[src/rtl/cmp_pkg.sv]
// Shared constants for the branch comparator and its arbiter wrapper.
package cmp_pkg;

  localparam int XLEN_DEFAULT = 32;

  // RISC-V conditional-branch func3 encodings.
  localparam logic [2:0] F3_EQ  = 3'b000;
  localparam logic [2:0] F3_NE  = 3'b001;
  localparam logic [2:0] F3_LT  = 3'b100;
  localparam logic [2:0] F3_GE  = 3'b101;
  localparam logic [2:0] F3_LTU = 3'b110;
  localparam logic [2:0] F3_GEU = 3'b111;

  // 010 and 011 carry no branch meaning.
  function automatic logic is_reserved(input logic [2:0] func3);
    return (func3[2:1] == 2'b01);
  endfunction

endpackage

[src/rtl/branch_cmp.sv]
// Purely combinational branch comparator: (rs1, rs2, func3) -> (taken, illegal).
module branch_cmp
  import cmp_pkg::*;
#(
  parameter int XLEN = XLEN_DEFAULT
) (
  input  logic [XLEN-1:0] rs1,
  input  logic [XLEN-1:0] rs2,
  input  logic [2:0]      func3,
  output logic            taken,
  output logic            illegal
);

  // Evaluate the selected condition; reserved codes never branch.
  always_comb begin
    // NOTE: defaulting every output first keeps this block free of inferred latches.
    taken   = 1'b0;
    illegal = 1'b0;
    case (func3)
      F3_EQ:   taken = (rs1 == rs2);
      F3_NE:   taken = (rs1 != rs2);
      F3_LT:   taken = ($signed(rs1) <  $signed(rs2));
      F3_GE:   taken = ($signed(rs1) >= $signed(rs2));
      F3_LTU:  taken = (rs1 <  rs2);
      F3_GEU:  taken = (rs1 >= rs2);
      default: illegal = is_reserved(func3);
    endcase
  end

endmodule

[src/rtl/branch_cmp_arbiter.sv]
// Round-robin sharing of one branch comparator between NREQ requesters,
// with a single registered response channel.
module branch_cmp_arbiter
  import cmp_pkg::*;
#(
  parameter int NREQ = 2,
  parameter int XLEN = XLEN_DEFAULT,
  parameter int IDW  = $clog2(NREQ)
) (
  input  logic               clk,
  input  logic               rst,
  input  logic [NREQ-1:0]      req_valid,
  output logic [NREQ-1:0]      req_ready,
  input  logic [NREQ*XLEN-1:0] req_rs1,
  input  logic [NREQ*XLEN-1:0] req_rs2,
  input  logic [NREQ*3-1:0]    req_func3,
  output logic               resp_valid,
  input  logic               resp_ready,
  output logic [IDW-1:0]     resp_id,
  output logic               resp_taken,
  output logic               resp_illegal
);

  logic [IDW-1:0]  ptr_q, ptr_d;
  logic [IDW-1:0]  grant;
  logic            any_valid;
  logic            can_accept;
  logic            accept;
  logic [XLEN-1:0] rs1_sel, rs2_sel;
  logic [2:0]      func3_sel;
  logic            cmp_taken, cmp_illegal;

  logic            resp_valid_q, resp_valid_d;
  logic [IDW-1:0]  resp_id_q, resp_id_d;
  logic            resp_taken_q, resp_taken_d;
  logic            resp_illegal_q, resp_illegal_d;

  // Scan from ptr upward with wrap; scanning downward lets the closest hit win.
  always_comb begin
    grant     = '0;
    any_valid = 1'b0;
    for (int k = NREQ - 1; k >= 0; k--) begin
      if (req_valid[(int'(ptr_q) + k) % NREQ]) begin
        grant     = IDW'((int'(ptr_q) + k) % NREQ);
        any_valid = 1'b1;
      end
    end
  end

  assign can_accept = !resp_valid_q || resp_ready;
  assign accept     = any_valid && can_accept && !rst;

  // One-hot ready on the granted requester only; depends on valids, never on payload.
  always_comb begin
    req_ready = '0;
    for (int i = 0; i < NREQ; i++) begin
      req_ready[i] = accept && (grant == IDW'(i));
    end
  end

  assign rs1_sel   = req_rs1[int'(grant)*XLEN +: XLEN];
  assign rs2_sel   = req_rs2[int'(grant)*XLEN +: XLEN];
  assign func3_sel = req_func3[int'(grant)*3 +: 3];

  branch_cmp #(.XLEN(XLEN)) u_cmp (
    .rs1     (rs1_sel),
    .rs2     (rs2_sel),
    .func3   (func3_sel),
    .taken   (cmp_taken),
    .illegal (cmp_illegal)
  );

  // Next state of the response register and round-robin pointer.
  always_comb begin
    resp_valid_d   = resp_valid_q;
    resp_id_d      = resp_id_q;
    resp_taken_d   = resp_taken_q;
    resp_illegal_d = resp_illegal_q;
    ptr_d          = ptr_q;
    if (accept) begin
      resp_valid_d   = 1'b1;
      resp_id_d      = grant;
      resp_taken_d   = cmp_taken;
      resp_illegal_d = cmp_illegal;
      ptr_d          = IDW'((int'(grant) + 1) % NREQ);
    end else if (resp_ready) begin
      resp_valid_d   = 1'b0;
    end
  end

  // State registers with synchronous reset; a pending result is dropped on reset.
  always_ff @(posedge clk) begin
    // NOTE: sequential state uses non-blocking assignment so all registers update together.
    if (rst) begin
      resp_valid_q   <= 1'b0;
      resp_id_q      <= '0;
      resp_taken_q   <= 1'b0;
      resp_illegal_q <= 1'b0;
      ptr_q          <= '0;
    end else begin
      resp_valid_q   <= resp_valid_d;
      resp_id_q      <= resp_id_d;
      resp_taken_q   <= resp_taken_d;
      resp_illegal_q <= resp_illegal_d;
      ptr_q          <= ptr_d;
    end
  end

  assign resp_valid   = resp_valid_q;
  assign resp_id      = resp_id_q;
  assign resp_taken   = resp_taken_q;
  assign resp_illegal = resp_illegal_q;

endmodule

[config.mk]
export PLATFORM = sky130hd
export DESIGN_NAME = branch_cmp_arbiter
export DESIGN_NICKNAME = d
export VERILOG_FILES = /design/src/rtl/cmp_pkg.sv /design/src/rtl/branch_cmp.sv /design/src/rtl/branch_cmp_arbiter.sv
export SDC_FILE = /design/constraint.sdc
export NUM_CORES = 1
export LEC_CHECK = 0
export CORE_ASPECT_RATIO = 0.6
export CORE_MARGIN = 5
export CORE_UTILIZATION = 36
export CTS_CLUSTER_DIAMETER = 120
export DETAILED_ROUTE_END_ITERATION = 7
export GPL_ROUTABILITY_DRIVEN = 0
export PLACE_DENSITY = 0.89
export SLEW_MARGIN = 20
export SYNTH_ARGS = -nofsm -noshare
export SYNTH_HDL_FRONTEND = slang
export SYNTH_SLANG_ARGS = --single-unit
[constraint.sdc]
create_clock -name clk -period 10.8 [get_ports clk]
set_clock_uncertainty 0.05 [all_clocks]
set_input_delay 2.16 -clock clk [delete_from_list [all_inputs] [get_ports clk]]
set_output_delay 2.16 -clock clk [all_outputs]
set_load 0.02 [all_outputs]
==> results of run 1 <==
## synth_stat cells, drive strengths merged, types with 3 or more instances
master  count  area, um2
a21oi      14      70.07
buf         4      20.02
clkbuf      3      11.26
dfxtp       5      100.1
ha         32      400.4
inv         3      11.26
mux2       34      382.9
mux2i      34      340.3
nand2      14      52.55
nand4       6      43.79
nor2        9      33.78
nor3        4      20.02
o21ai       6      33.78
## power groups by stage
stage	clock (mW)	sequential, mW	combinational, mW
detailed placement	0	0.0214	0.140
floorplan	0	0.0227	0.0708
CTS	0.0353	0.0211	0.141
global route	0.0374	0.0213	0.156
finish	0.0342	0.0212	0.140
global placement	0	0.0214	0.137
## per-layer routing
| layer | global-route usage [%] | vias to the layer above |
|---|---|---|
| met1 | 24.14 | 869 |
| met3 | 4.631 | 2 |
| met5 | 0 | - |
| met2 | 30.60 | 81 |
| li1 | - | 1032 |
| met4 | 2.044 | 0 |
## registers in the layout, indices dropped and copies added, names as in the netlist
register	flops
resp_illegal	1
resp_id	1
ptr_q	1
resp_taken	1
resp_valid	1
## worst max path at each step
stage | start | end | slack [ns]
after global placement | req_valid[0] | req_ready[0] | 4.32
final | req_valid[0] | req_ready[0] | 4.33
after CTS | req_valid[0] | req_ready[0] | 4.29
after detailed placement | req_valid[0] | req_ready[0] | 4.31
after floorplan | req_valid[0] | req_ready[0] | 5.31
after global routing | req_valid[0] | req_ready[0] | 4.21
## placed cells by master (no fill, tap or decap), types with 2 or more instances in the layout
cell type | Yosys | routed
a21o_1 | 2 | 2
a21oi_1 | 14 | 14
a221o_1 | 2 | 2
clkbuf_8 | 0 | 3
clkdlybuf4s50_1 | 0 | 144
dfxtp_1 | 5 | 5
ha_1 | 32 | 32
inv_1 | 3 | 3
mux2_2 | 34 | 34
mux2i_1 | 34 | 34
nand2_1 | 14 | 14
nand3b_1 | 2 | 2
nand4_1 | 5 | 5
nor2_1 | 9 | 9
nor3_1 | 4 | 4
o21ai_0 | 5 | 5
## layout make-up
class | instances | area share (%)
well taps | 63 | 2.406
flip-flops and latches | 5 | 3.055
inverters | 3 | 0.3436
multi-input cells | 177 | 48.61
repair buffers | 145 | 44.22
clock buffers | 4 | 1.375
## worst max-delay path, cell delays in order
cell             delay, ns
clkdlybuf4s50_1       0.50
inv_1                 0.07
o21ai_4               0.68
and2_1                0.24
clkdlybuf4s50_1       0.61
## stage by stage
| step | hold WS (ns) | util (%) | setup slack (ns) | total power [mW] |
|---|---|---|---|---|
| floorplan | 0.4318 | - | 5.306 | 0.09345 |
| finish | 0.4372 | 71.05 | 4.326 | 0.1950 |
| CTS | 0.4410 | 71.05 | 4.289 | 0.1976 |
| detailed placement | 0.4317 | 70.08 | 4.305 | 0.1616 |
| global placement | 0.4305 | 70.08 | 4.320 | 0.1586 |
| global route | 0.4892 | 71.05 | 4.206 | 0.2143 |
## logic make-up after synthesis
family / Yosys count
flip-flops: 5
AND/OR/NAND/NOR: 44
adder cells (fa/ha/maj): 32
buffers and inverters: 10
XOR/XNOR: 1
multiplexers: 68
AO/OA/AOI/OAI: 32
==> summary.md, run 1 <==
| Metric | Value |
|---|---|
| Combinational Power Share | between 70% and 80% |
| Hold wc startpoint | resp_id |
| Sw Ratio | 32.09% |
| Max-slew headroom | around two fifths |
| P_int | 0.1325 mW |
| Ports | 145 |
| Final Hold Viols | 0 |
| Combinational family with the most area after synthesis | multiplexers |
| Yosys cell types | 36 |
| Nets | ~500 |
| Hold WC Path Type | flop to flop |
| Number of fill cells | ~370 |
| H-tree depth | 1 |
| FF-to-FF Start | ptr_q |
| Wl on met1 | roughly 2.9 mm |
| Initial Util | 37.47% |
| Mapped Cells | around 190 |
| IO Port Bufs | 144 |
| RSZ-0062 raised after global routing | no |
| Pwr Density | approximately 60 nW/um2 |
| Number of synthesized flops with an enable pin | 0 |
| Hold endpoint | resp_id |
| Vias per cell | between 4 and 5 |
| Skew-Pair Late Insertion Delay | 0.22 ns |
| Ys async rst share | 0% |
| Syn-to-layout area delta | 89.65% |
| Detailed Route WL | 6.064 mm |
| Proportion of synthesized chip area in sequential cells | 5.793% |
| Final Cycle Share | between 50 and 60% |
| Mapped Area | about 1700 um2 |
| Worst reg2reg path depth | 11 |
| Leakage Power | approximately 1.5 nW |
| Met2 WL | between 2 and 3 mm |
| VDD IR max | between 80 and 90 uV |
| Sequential cell area | about 100 um2 |
| Hold-critical path depth | 2 |
| Initial DRC count | 58 |
| Die ar. | between 6000 and 7000 um2 |
| Synthesis Warnings | 0 |
| Die width | between 90 and 100 um |
| Root buffer cell | clkbuf_8 |
| WL/cell | ~15 um |
| Pin count of the biggest net entering global routing | 44 |
| Core area | ~4600 um2 |
| Top sig layer | met4 |
| Slew @ Worst Pin | a little under 0.9 ns |
| Max Freq | around 150 MHz |
| Global-route wire length before repair | ~9.6 mm |
| CTS max path bufs | 2 |
| Worst Path Max Fanout | 27 |
| DR WL met3 | about 500 um |
| Ant diodes | 0 |
| Reg power frac | roughly 11% |
| Post-synthesis xor/xnor area fraction | less than 1% |
| Layout cells sized above 1 | between 10% and 20% |
| Post-synth top flop | dfxtp_1 |
| Post-layout min period | approximately 6.5 ns |
| Total global routing overflow | 0 |
| Post-synthesis mux area share | about two fifths |
| Post-route antenna net violation count | 0 |
| CTS tree | done |
| Total CTS buffers | 3 |
| Placed cell area | roughly 3200 um2 |
| Multi-input gate area | about 1600 um2 |
| Syn nets | roughly 360 |
| Max Cap Violations | 0 |
| Initial antenna violation count | 0 |
| CP startpoint kind | input port |
| Final setup viols | 0 |
| Post-synthesis compound-gate area fraction | around an eighth |
| Die H | between 60 and 70 um |
| Slew Viols, Final | 0 |
| Critical Path RT | between 8 and 9 ns |
| Reg clk slew, reported paths | roughly 0.030 ns |
| Vias | a little under 2k |
| Vias in the first global route | 2,013 |
| Adder-cell share of the synthesized area | between 20% and 30% |
| Critical path type | input port to output port |
| Post-CTS resize count | 0 |
| Std cell rows | 19 |
| Post-CTS setup buffer count | 0 |
| DR DRC count | 0 |
| Mean Syn Cell Area | approximately 9 um2 |
| Psw | about 0.063 mW |
| Post-DP HPWL | ~5.4 mm |
| FF-to-FF End | resp_taken |
| Clk pwr share | between 15 and 20% |
| Placed Cells | between 300 and 400 |
| Pre-antenna DRT Iters | 4 |
| Hold-fix buffers, CTS | 0 |
| Post-Synth Simple-Gate Area | between 10 and 15% |
| Outcome | completed |
| Clock sinks | 5 |
| Total GRT Usage | between 10% and 20% |
| Yosys reg bits | 5 |
| Register-to-Register Setup Slack | ~6.7 ns |
| Non-Filler Instances | roughly 400 |
| Setup_tns | 0 ns |
| Design area | ~3300 um2 |
| Critical Path AT | 4.26 ns |
| Crit. End Element | output port |
Note: power is estimated with default switching activity, not from simulation.
==> run 2, diff against run 1 <==
--- a/config.mk
+++ b/config.mk
@@ -7,11 +7,11 @@
 export LEC_CHECK = 0
 export CORE_ASPECT_RATIO = 0.6
 export CORE_MARGIN = 5
-export CORE_UTILIZATION = 36
+export CORE_UTILIZATION = 33
 export CTS_CLUSTER_DIAMETER = 120
 export DETAILED_ROUTE_END_ITERATION = 7
 export GPL_ROUTABILITY_DRIVEN = 0
-export PLACE_DENSITY = 0.89
+export PLACE_DENSITY = 0.82
 export SLEW_MARGIN = 20
 export SYNTH_ARGS = -nofsm -noshare
 export SYNTH_HDL_FRONTEND = slang
==> constraint.sdc (replaced) <==
create_clock -name clk -period 6.1 [get_ports clk]
set_clock_uncertainty 0.05 [all_clocks]
set_input_delay 1.22 -clock clk [delete_from_list [all_inputs] [get_ports clk]]
set_output_delay 1.22 -clock clk [all_outputs]
set_load 0.02 [all_outputs]
==> summary.md, run 2 (synthesis gave the netlist of run 1 again) <==
| Metric | Value |
|---|---|
| Vias | between 2k and 2.5k |
| Setup_tns | 0 ns |
| Final Cycle Share | approximately three quarters |
| Placed Cells | roughly 400 |
| Slew @ Worst Pin | 0.5346 ns |
| Placed cell area | about 3200 um2 |
| Die H | roughly 66 um |
| Post-DP HPWL | ~5.6 mm |
| FF-to-FF End | resp_taken |
| Max Cap Violations | 0 |
| CTS max path bufs | 2 |
| H-tree depth | 1 |
| Syn-to-layout area delta | 90.37% |
| Total CTS buffers | 3 |
| Post-CTS resize count | 0 |
| Non-Filler Instances | ~400 |
| WL/cell | 15.57 um |
| Critical path type | input port to output port |
| Total GRT Usage | about 17% |
| Max Freq | 221.6 MHz |
| Initial Util | about 34% |
| Most frequent cells in the layout | clkdlybuf4s50_1, mux2i_1, mux2_2 |
| Final setup viols | 0 |
| Hold WC Path Type | flop to flop |
| Hold-fix buffers, CTS | 0 |
| DR DRC count | 0 |
| Detailed Route WL | 6.243 mm |
| Final Hold Viols | 0 |
| Clock sinks | 5 |
| Nets | roughly 510 |
| Max-slew headroom | between 60 and 70% |
| Pre-antenna DRT Iters | 4 |
| Most common cell after layout, fill and taps aside | clkdlybuf4s50_1 |
| Skew-Pair Late Insertion Delay | 0.22 ns |
| Vias per cell | 5.025 |
| Initial DRC count | 44 |
| IO Port Bufs | ~140 |
| Post-route antenna net violation count | 0 |
| Worst setup path startpoint | req_valid[0] |
| Root buffer cell | clkbuf_8 |
| Register-to-Register Setup Slack | between 2 and 3 ns |
| DR WL met3 | 751 um |
| Top sig layer | met4 |
| Reg clk slew, reported paths | roughly 0.04 ns |
| Post-CTS setup buffer count | 0 |
| Pin count of the biggest net entering global routing | 39 |
| Initial antenna violation count | 0 |
| Met2 WL | 2.750 mm |
| Critical Path AT | between 3 and 4 ns |
| Total global routing overflow | 0 |
| CTS tree | done |
| Hold wc startpoint | resp_id |
| Std cell rows | 20 |
| Die ar. | a little under 7000 um2 |
| Ant diodes | 0 |
| Die width | 103.4 um |
| Pwr Density | between 100 and 150 nW/um2 |
| Post-layout min period | 4.512 ns |
| Global-route wire length before repair | 9.342 mm |
| FF-to-FF Start | ptr_q |
| Slew Viols, Final | 0 |
| Number of fill cells | 426 |
| Setup crit end | req_ready[0] |
| Layout cells sized above 1 | 13.43% |
| Leakage Power | approximately 1.5 nW |
| Worst reg2reg path depth | 11 |
| Wl on met1 | 2.637 mm |
| Critical Path RT | 4.83 ns |
| Crit. End Element | output port |
| CP startpoint kind | input port |
| Ports | around 150 |
| RSZ-0062 raised after global routing | no |
| Vias in the first global route | between 2k and 2.5k |
| VDD IR max | approximately 60 uV |
| Outcome | completed |
| Design area | 3289 um2 |
| Worst Path Max Fanout | 38 |
| Core area | slightly above 5000 um2 |
[run 2: layer usage]
metal,up-vias,track usage [%]
met5,-,0
met4,0,4.523
met3,12,6.217
met2,80,29.68
met1,894,19.74
li1,1029,-
[run 2: critical path, stage by stage]
cell,delay (ns)
clkdlybuf4s50_1,0.50
inv_1,0.07
o21ai_4,0.12
buf_4,0.46
and2_1,0.21
clkdlybuf4s50_1,0.63
[run 2: power breakdown]
part	switching (mW)	internal [mW]	total (mW)
logic	0.0953	0.155	0.250
clock network	0.0183	0.0440	0.0623
registers	0.00194	0.0356	0.0376
total	0.116	0.235	0.350
[run 2: worst min path at each step]
stage	end	slack, ns	depth (start not counted)
3_5_place_dp	resp_id	0.44	2
2_1_floorplan	ptr_q	0.43	2
4_1_cts	resp_id	0.45	2
3_3_place_gp	resp_id	0.42	2
6_report	resp_id	0.45	2
5_1_grt	resp_illegal	0.49	2
[run 2: area by class of cell]
class	instances	area, um2	area share [%]
Inverter	3	11.26	0.3423
Sequential cell	5	100.1	3.043
Clock inverter	1	5.005	0.1521
Clock buffer	3	41.29	1.255
Tap cell	66	82.58	2.510
Multi-Input combinational cell	177	1593	48.42
Timing Repair Buffer	146	1456	44.28
[run 2: stage by stage]
step | utilization (%) | hold slack, ns | setup slack (ns) | power, mW
after floorplan | - | 0.4318 | 2.057 | 0.1654
after global placement | 64.16 | 0.4222 | 1.472 | 0.2825
after detailed placement | 64.16 | 0.4360 | 1.423 | 0.2891
after CTS | 65.07 | 0.4501 | 1.596 | 0.3530
after global routing | 65.07 | 0.4877 | 1.419 | 0.3823
final | 65.07 | 0.4463 | 1.588 | 0.3501
